[config.mk]
export PLATFORM = sky130hd
export DESIGN_NAME = quad_sqrt
export DESIGN_NICKNAME = d
export VERILOG_FILES = /design/src/rtl/quad_sqrt.sv
export SDC_FILE = /design/constraint.sdc
export NUM_CORES = 1
export LEC_CHECK = 0
export CAP_MARGIN = 20
export CELL_PAD_IN_SITES_DETAIL_PLACEMENT = 2
export CELL_PAD_IN_SITES_GLOBAL_PLACEMENT = 2
export CORE_MARGIN = 2
export CORE_UTILIZATION = 42
export CTS_CLUSTER_SIZE = 30
export DETAILED_ROUTE_END_ITERATION = 8
export DONT_BUFFER_PORTS = 1
export PLACE_DENSITY = 0.95
export SYNTH_ARGS = -nofsm -noshare
export SYNTH_HDL_FRONTEND = slang
export SYNTH_SLANG_ARGS = --single-unit
[constraint.sdc]
create_clock -name clk -period 4.19 [get_ports clk]
set_input_delay 0.419 -clock clk [delete_from_list [all_inputs] [get_ports clk]]
set_output_delay 0.419 -clock clk [all_outputs]
set_load 0.05 [all_outputs]
[src/rtl/quad_sqrt.sv]
// quad_sqrt: integer square root stage that follows the sum-of-squares block.
// Each accepted radicand c_in is processed with a digit-by-digit restoring
// square root, two radicand bits per cycle. The block returns
// root = floor(sqrt(c_in)) and rem = c_in - root^2.
//
// Ports:
//   clk        rising-edge clock
//   rstn       asynchronous active-low reset
//   in_valid   c_in holds a valid radicand
//   in_ready   block can accept an operand (registered)
//   c_in       IN_W-bit unsigned radicand
//   out_valid  root/rem hold a valid result (held until out_ready)
//   out_ready  consumer accepts the result
//   root       OUT_W-bit floor(sqrt(c_in))
//   rem        OUT_W+1-bit remainder, always in 0..2*root
//
// state | meaning
// IDLE  | in_ready=1, waiting for in_valid
// CALC  | OUT_W iterations, one root bit per edge
// DONE  | result presented, held until out_ready
module quad_sqrt #(
  parameter int IN_W  = 29,
  parameter int OUT_W = (IN_W + 1) / 2
) (
  input  logic             clk,
  input  logic             rstn,
  input  logic             in_valid,
  output logic             in_ready,
  input  logic [IN_W-1:0]  c_in,
  output logic             out_valid,
  input  logic             out_ready,
  output logic [OUT_W-1:0] root,
  output logic [OUT_W:0]   rem
);

  localparam int EXT_W = 2 * OUT_W;
  localparam int CNT_W = $clog2(OUT_W + 1);

  typedef enum logic [1:0] {IDLE, CALC, DONE} state_t;

  state_t             state_q;
  logic [EXT_W-1:0]   rad_q;
  logic [OUT_W-1:0]   proot_q;
  logic [OUT_W+1:0]   prem_q;
  logic [CNT_W-1:0]   cnt_q;
  logic               in_ready_q;
  logic               out_valid_q;
  logic [OUT_W-1:0]   root_q;
  logic [OUT_W:0]     rem_q;

  logic [OUT_W+1:0]   shifted_d;
  logic [OUT_W+1:0]   sub_d;
  logic [OUT_W+1:0]   trial_d;
  logic               ge_d;
  logic [OUT_W+1:0]   prem_d;
  logic [OUT_W-1:0]   proot_d;

  // The trial difference always fits in OUT_W+2 bits as a two's-complement
  // value, so its MSB is a valid sign bit for the restore decision.
  assign shifted_d = (prem_q << 2) | {{OUT_W{1'b0}}, rad_q[EXT_W-1 -: 2]};
  assign sub_d     = {proot_q, 2'b01};
  assign trial_d   = shifted_d - sub_d;
  assign ge_d      = ~trial_d[OUT_W+1];
  assign prem_d    = ge_d ? trial_d : shifted_d;
  assign proot_d   = (proot_q << 1) | OUT_W'(ge_d);

  always_ff @(posedge clk or negedge rstn) begin
    if (!rstn) begin
      state_q     <= IDLE;
      rad_q       <= '0;
      proot_q     <= '0;
      prem_q      <= '0;
      cnt_q       <= '0;
      in_ready_q  <= 1'b0;
      out_valid_q <= 1'b0;
      root_q      <= '0;
      rem_q       <= '0;
    end else begin
      case (state_q)
        IDLE: begin
          if (in_ready_q && in_valid) begin
            rad_q      <= EXT_W'(c_in);
            proot_q    <= '0;
            prem_q     <= '0;
            cnt_q      <= CNT_W'(OUT_W - 1);
            in_ready_q <= 1'b0;
            state_q    <= CALC;
          end else begin
            in_ready_q <= 1'b1;
          end
        end
        CALC: begin
          rad_q   <= rad_q << 2;
          proot_q <= proot_d;
          prem_q  <= prem_d;
          cnt_q   <= cnt_q - CNT_W'(1);
          if (cnt_q == '0) begin
            // final remainder is bounded by 2*root, so OUT_W+1 bits suffice
            root_q      <= proot_d;
            rem_q       <= prem_d[OUT_W:0];
            out_valid_q <= 1'b1;
            state_q     <= DONE;
          end
        end
        DONE: begin
          if (out_ready) begin
            out_valid_q <= 1'b0;
            in_ready_q  <= 1'b1;
            state_q     <= IDLE;
          end
        end
        default: state_q <= IDLE;
      endcase
    end
  end

  assign in_ready  = in_ready_q;
  assign out_valid = out_valid_q;
  assign root      = root_q;
  assign rem       = rem_q;

endmodule

; ---- Yosys cells after proc, flatten, opt, wreduce, memory -nomap -nowiden
; Cells that the tools add are included.
[classes]
n_reduce_logical = 11
muxes = 19
add_sub_neg = 2
bitwise = 3
n_eq_ne = 5
[ops]
columns = cell, n
row1 = case mux 15 bit (2 select lines), 2
row2 = case mux 30 bit (2 select lines), 1
row3 = 2-to-1 mux 15 bit, 2
row4 = 2-to-1 mux 30 bit, 1
row5 = OR 17 x 2 -> 17 bit, 1
row6 = subtractor 17 bit, 1
row7 = 2-to-1 mux 16 bit, 1
row8 = OR 15 x 1 -> 15 bit, 1
row9 = case mux 4 bit (2 select lines), 1
row10 = 2-to-1 mux 2 bit, 3
row11 = "inequality test 2 bit, second input constant", 3
row12 = case mux 2 bit (3 select lines), 1
row13 = AND reduction 2 bit, 3
row14 = AND reduction 3 bit, 2
row15 = nonzero test 2 bit, 3
row16 = logical NOT 4 bit, 1
row17 = 2-to-1 mux 1 bit, 4
row18 = 2-to-1 mux 4 bit, 1
row19 = case mux 1 bit (2 select lines), 2
row20 = "subtractor 4 x 1 -> 4 bit, second input constant", 1
row21 = "equality test 2 x 1 -> 1 bit, second input constant", 1
row22 = "equality test 2 bit, second input constant", 1
row23 = logical NOT 2 bit, 1
row24 = logical AND 1 bit, 1
row25 = NOT 1 bit, 1
[word_totals]
out_inout_bits = 33
regBits = 99
in_bits = 33
elab_cells = 49

; ---- Logic depth before layout (Yosys ltp)
; Gate-level depths: netlist of run 1.
[depth]
word_depth = 5
mapped_depth = 11
depth_no_buf = 8

; ---- Worst setup path after synthesis of run 1
; OpenSTA, ideal clock, no wires.
[synth_path]
path_type = register -> register
from = reg prem_q[3]
to = reg prem_q[2]
n_path_buf = 1
path_slack_ns = 1.779
required_time_ns = 4.068
setup_time_ns = 0.122
period_less_slack_ns = 2.411
arrival_ns = 2.289
stages_incl_launch_ff = 9
path_cell_list = dfrtp_1 -> ha_1 -> a21oi_1 -> and2_4 -> a2111o_1 -> and3_1 -> buf_6 -> or3_1 -> a32o_1
[synth_between]
elab_chain_len = 4
[synth_lines]
columns = item, line
row1 = from (decl), 44  ; logic [OUT_W+1:0] prem_q;
row2 = from (signal assigned), 95  ; prem_q <= prem_d;
row3 = OR 17 x 2 -> 17 bit, 60  ; assign shifted_d = (prem_q << 2) | {{OUT_W{1'b0}}, rad_q[EXT_W-1 -: 2]};
row4 = subtractor 17 bit, 62  ; assign trial_d = shifted_d - sub_d;
row5 = 2-to-1 mux 16 bit, 64  ; assign prem_d = ge_d ? trial_d : shifted_d;
row6 = case mux 15 bit (2 select lines), 79  ; case (state_q)
; No other way between the ends.
; A chain may end at the register's enable or synchronous reset.

; ---- Final worst setup path of run 1
[layout_path]
from = reg rad_q[28]
to = reg rem_q[1] (netlist: rem[1])
[layout_between]
elab_chain_len = 3
[layout_lines]
columns = item, line
row1 = from (decl), 42  ; logic [EXT_W-1:0] rad_q;
row2 = from (signal assigned), 82  ; rad_q <= EXT_W'(c_in);
row3 = from (signal assigned), 93  ; rad_q <= rad_q << 2;
row4 = OR 17 x 2 -> 17 bit, 60
row5 = subtractor 17 bit, 62
row6 = 2-to-1 mux 16 bit, 64
row7 = to (signal assigned), 100  ; rem_q <= prem_d[OUT_W:0];
row8 = to (decl), 49  ; logic [OUT_W:0] rem_q;
; No other way between the ends.

==> results of run 1 <==
==> through the flow <==
step           util (%)  instance area [um2]
4_1_cts            46.0                 5480
3_5_place_dp       43.2                 5150
5_1_grt            46.1                 5490
2_1_floorplan         -                 5070
3_3_place_gp       43.2                 5150
6_report           46.1                 5490
==> state kept, by name, summed over array words and instances, names as in the netlist <==
name and cells:
rad_q 30, rem 16, prem_q 15, proot_q 15, root 15, cnt_q 4, state_q 2, in_ready 1
out_valid 1
==> critical path: cells and delay by family, from the launching register on <==
family,cells,cell delay (ps)
compound gates,4,2030
fa+ha+maj,1,250
buf+inv,1,120
flops,1,450
simple gates,2,510
==> cells in the mapped netlist (all sizes together), types with 8 or more instances <==
master,count
a21oi,21
ha,17
nor2,46
o31ai,15
inv,22
nand2,106
nor3,8
o22ai,14
a21o,9
clkbuf,28
a31oi,35
or3,8
buf,11
dfrtp,99
o21ai,39
nand3,8
==> kinds of logic after synthesis <==
| group | count (synthesis) |
|---|---|
| buffers and inverters | 61 |
| AOI/OAI and AO/OA | 178 |
| DFF | 99 |
| xor gates and xnor gates | 9 |
| and+or+nand+nor | 204 |
| adders and majority gates | 17 |
==> repair_timing <==
item	in CTS	in global routing
resized for setup	0	0
hold endpoints to repair	99	11
hold buffers	1	1
buffers inserted	0	0
==> per-layer routing <==
metal	part of all wire, %	vias to the layer above
li1	-	1988
met1	38	2236
met2	53	124
met3	3.9	48
met4	4.3	0
met5	0	-
==> final timing paths <==
path	depth (start not counted)	from	to	slack [ps]
min in group asynchronous	2	rstn	rem[13]	630
hold reg to reg	2	proot_q[14]	proot_q[14]	520
max in group asynchronous	2	rstn	prem_q[8]	3130
setup / recovery	8	rad_q[28]	rem[1]	700
setup reg to reg	8	rad_q[28]	rem[1]	700
hold / removal	1	out_ready	out_valid	150
==> area by class of cell <==
cell class / count / area [um2] / area share [%]
sequential: 99 / 2480 / 45.1
clock buffer: 13 / 260 / 4.74
multi-input combinational: 408 / 2360 / 43.0
timing repair buffer: 8 / 82.6 / 1.50
clock inverter: 3 / 46.3 / 0.843
tap: 147 / 184 / 3.35
inverter: 22 / 82.6 / 1.50
==> cells in the final DEF (no fill, tap or decap), types with 8 or more instances in the layout <==
cell type    n
nor3_1       8
a31oi_1     35
nor2_1      44
clkbuf_16    9
nand2_1    106
o22ai_1     14
inv_1       22
nand3_1      8
a21o_1       9
o31ai_1     14
o21ai_0     37
a21oi_1     21
or3_1        8
ha_1        17
dfrtp_1     99
==> results.yml, run 1 <==
run:
  cap_violations: 0
run_status:
  status: "finished clean"
synth:
  ys_types: 54
  synth_warnings: 0
  yosys.area_share.adder_pct: 4.20
  synth_xor_xnor_area_share_pct: 1.56
  synthMuxAreaShare_pct: 0
  yosys-top-cells-area: "dfrtp_1, nand2_1, a31oi_1"
  synth_edf_count: 0
  synth_top_family_by_area: "compound AO/OA/AOI/OAI gates"
  syn-cell-area_um2: 5070
  avgSynthCellArea_um2: 8.92
  yosysSeqAreaShare_pct: 48.9
  synth_top_area_share_pct: 48.9
  synth_fp_nets: 618
  ys_ff_latch: 99
  yosys.area.top_type: "dfrtp_1"
  synth_compound_area_share_pct: 23.0
  synthCells: 568
  synth-simple-area-share_pct: 17.5
  synth_flop_cell: "dfrtp_1"
  ys_async_sr_fraction_pct: 100
clocking:
  cts_max_path_buffers: 2
  clk_pin_slew_worst_paths_ps: 70
  insertion_delay_ps: 370
  cts_root_buf: "clkbuf_16"
  cts_sinks: 99
  cts_tree: "yes"
  ctsHtreeMaxLevel: 3
  cts_made_buffers: 9
timing:
  max_freq_mhz: 286
  finalHoldViolations: 0
  hold_slack_ps: 147
  worstMarginPinSlew_ps: 885
  min_period_ps: 3490
  setup_viol: 0
  setup_tns_ps: 0
  rsz0062_at_grt: "false"
  setup_slack_ps: 698
  slew_headroom_pct: 40.9
  slew_viol_final: 0
  fin_worst_skew_ps: 12.0
  fin_crit_sh_pct: 83.3
place:
  dp_worst_setup_slack_ps: 883
  post-place-cells: 682
  finalWeightedCongestion: 0.846
  dp_hpwl_um: 11400
  io_buffers: 0
floorplan:
  start_util_pct: 42.6
  fp.dieArea_um2: 13000
  num_rows: 40
  die_w_um: 114
  ios: 66
  die_h_um: 114
  core-area_um2: 11900
setup_path:
  cp_max_fo: 19
  start_kind: "flip-flop"
  crit_required_ps: 4440
  worstPathArrival_ps: 3740
  critPathMaxStageDelay_ps: 700
  slowest_stage: "a2111oi_1"
  worst_setup_path_end_kind: "flip-flop"
  cp_cell_sequence: "inv_1 > ha_1 > nand2b_1 > a21o_1 > a2111oi_1 > o31a_1 > nor2_1 > o311ai_1"
  crit_type: "flip-flop to flip-flop"
detailed_routing:
  via_count: 4396
  wire_per_inst_um: 24.4
  wl_um: 17100
  dr.pass1.iters: 4
  dr.first_iter.drc_count: 296
  viasPerCell: 6.28
  ant_nets: 0
  drc: 0
global_route:
  met1_usage_pct: 31.1
  use_met3_pct: 7.65
  grt_overflow: 0
  grt_max_degree: 100
  grt_pass1_vias: 4928
  antenna_found_initial: 0
  grt.busiest_layer: "met2"
  grt_pass1_wl_um: 27600
  track_usage_pct: 28.1
  grtUsageMet2_pct: 50.6
final_layout:
  final_layout_size_suffix_gt1_share_pct: 5.42
  diodes: 0
  syn_to_final_growth_pct: 8.39
  num-fill-cells: 1294
  finalNetCount: 598
  stdcell_count: 700
hold_path:
  min_path_type: "input port to flip-flop"
Power of run 1 is not shown: default switching activity piles up to over one toggle a cycle in this logic, so the estimate is an artifact.
==> inputs of run 2 (changes only) <==
--- a/config.mk
+++ b/config.mk
@@ -9,11 +9,11 @@
 export CELL_PAD_IN_SITES_DETAIL_PLACEMENT = 2
 export CELL_PAD_IN_SITES_GLOBAL_PLACEMENT = 2
 export CORE_MARGIN = 2
-export CORE_UTILIZATION = 42
+export CORE_UTILIZATION = 35
 export CTS_CLUSTER_SIZE = 30
 export DETAILED_ROUTE_END_ITERATION = 8
 export DONT_BUFFER_PORTS = 1
-export PLACE_DENSITY = 0.95
+export PLACE_DENSITY = 0.86
 export SYNTH_ARGS = -nofsm -noshare
 export SYNTH_HDL_FRONTEND = slang
 export SYNTH_SLANG_ARGS = --single-unit
==> constraint.sdc (replaced) <==
create_clock -name clk -period 3 [get_ports clk]
set_input_delay 0.3 -clock clk [delete_from_list [all_inputs] [get_ports clk]]
set_output_delay 0.3 -clock clk [all_outputs]
set_load 0.05 [all_outputs]
==> run 2 against run 1 <==
- clock skew is 5.7 ps lower
- setup slack worse by 510 ps
- hold slack worse by 110 ps
- routed wire length is 6.2% lower
- register-to-register slack worse by 510 ps
- global-route usage is 6.3 points lower
- first-iteration DRC count is 37% lower
- flip-flop and latch count stayed put
- cell count is 5.7% higher
- via count is 1.6% lower
- fmax is 24% higher
- non-clock buffer count is 7 higher
- critical path type unchanged
- highest routed layer unchanged
==> results.yml, run 2 (synthesized netlist as in run 1, its figures left out) <==
run_status:
  status: "finished clean"
global_route:
  grt_overflow: 0
  antenna_found_initial: 0
  grt_max_degree: 100
  track_usage_pct: 21.7
  grt_pass1_wl_um: 26800
  grt_pass1_vias: 4955
final_layout:
  num-fill-cells: 1562
  syn_to_final_growth_pct: 10.4
  multiInputGateArea_um2: 2370
  regMostFlops: "rad_q"
  layout_commonest_cell: "nand2_1"
  finalNetCount: 605
  final_cell_mix: "nand2_1, dfrtp_1, nor2_1, o21ai_0, a31oi_1"
  largest_reg_flops: 30
  diodes: 0
  seq_area_um2: 2480
  final_layout_size_suffix_gt1_share_pct: 7.32
timing:
  setup_tns_ps: 0
  finalHoldViolations: 0
  min_period_ps: 2810
  rsz0062_at_grt: "false"
  fin_crit_sh_pct: 93.8
  slew_viol_final: 0
  max_freq_mhz: 355
  slew_headroom_pct: 43.4
  fin_worst_skew_ps: 6.30
  setup_viol: 0
  worstMarginPinSlew_ps: 828
detailed_routing:
  via_count: 4325
  dr.first_iter.drc_count: 186
  ant_nets: 0
  dr.pass1.iters: 4
  wire_per_inst_um: 21.6
  wl_um: 16000
  drc: 0
  viasPerCell: 5.84
run:
  cap_violations: 0
setup_path:
  worstPathArrival_ps: 3060
  worstRegToRegCells: 8
  cp_cell_sequence: "ha_1 > a21oi_1 > and2_4 > a2111oi_2 > o31a_1 > buf_4 > nor3_1 > o31ai_1"
  cp_max_fo: 11
  critPathMaxStageDelay_ps: 470
  slowest_stage: "a2111oi_2"
  crit_type: "flip-flop to flip-flop"
  start_kind: "flip-flop"
  worst_setup_path_end_kind: "flip-flop"
  crit_required_ps: 3250
floorplan:
  core-area_um2: 14000
  fp.dieArea_um2: 15500
  start_util_pct: 36.2
  die_h_um: 124
  die_w_um: 124
  ios: 66
  num_rows: 43
clocking:
  cts_max_path_buffers: 2
  clk_pin_slew_worst_paths_ps: 70
  cts_tree: "yes"
  cts_sinks: 99
  post_cts_buffers: 0
  insertion_delay_ps: 360
  cts_made_buffers: 9
  ctsHtreeMaxLevel: 3
  cts_root_buf: "clkbuf_16"
hold_path:
  min_path_type: "input port to flip-flop"
  hold_path_depth: 1
place:
  finalWeightedCongestion: 0.930
  dp_hpwl_um: 11200
  io_buffers: 0
[run 2: through the flow]
stage	hold WS [ps]	setup slack, ps	util (%)	instance area (um2)	cells
3_5_place_dp	7.16	121	37.5	5240	722
3_3_place_gp	8.41	331	37.5	5240	722
2_1_floorplan	4.41	589	-	5070	568
6_report	37.4	185	40.0	5590	740
5_1_grt	29.4	0.966	40.0	5590	740
4_1_cts	24.3	3.45	39.9	5580	740
[run 2: timing repair]
item | CTS | global route
endpoints found under the setup margin | 0 | 19
resized for setup | 0 | 2
endpoints found under the hold margin | 99 | 0
hold buffers | 2 | 0
[run 2: layer usage]
metal  vias up  track usage (%)  share of wire [%]
li1       2004                -                  -
met1      2215             25.7                 42
met2        79             38.0                 51
met3        27             6.19                4.2
met4         0             7.01                2.5
met5         -                0                  0
[run 2: area by class of cell]
cell class / count / area share (%)
Sequential cell: 99 / 44.3
Multi-Input combinational cell: 408 / 42.4
Clock buffer: 10 / 4.27
Tap cell: 180 / 4.03
Timing Repair Buffer: 15 / 2.42
Inverter: 22 / 1.48
Clock inverter: 6 / 1.14
[run 2: final timing paths]
check	slack (ps)	to	start
setup / recovery	190	prem_q[11]	prem_q[5]
min in group asynchronous	490	rem[6]	rstn
hold reg to reg	500	rad_q[29]	rad_q[27]
setup reg to reg	190	prem_q[11]	prem_q[5]
max in group asynchronous	2050	rem[10]	rstn
hold / removal	40	out_valid	out_ready
[run 2: worst max-delay path, delay by kind of cell, from the launching register on]
family / cells / cell delay, ps
buffers and inverters: 1 / 240
adders and majority gates: 1 / 430
DFF: 1 / 450
AOI/OAI and AO/OA: 4 / 1330
and+or+nand+nor: 2 / 260
Power of run 2 is left out for the same reason.
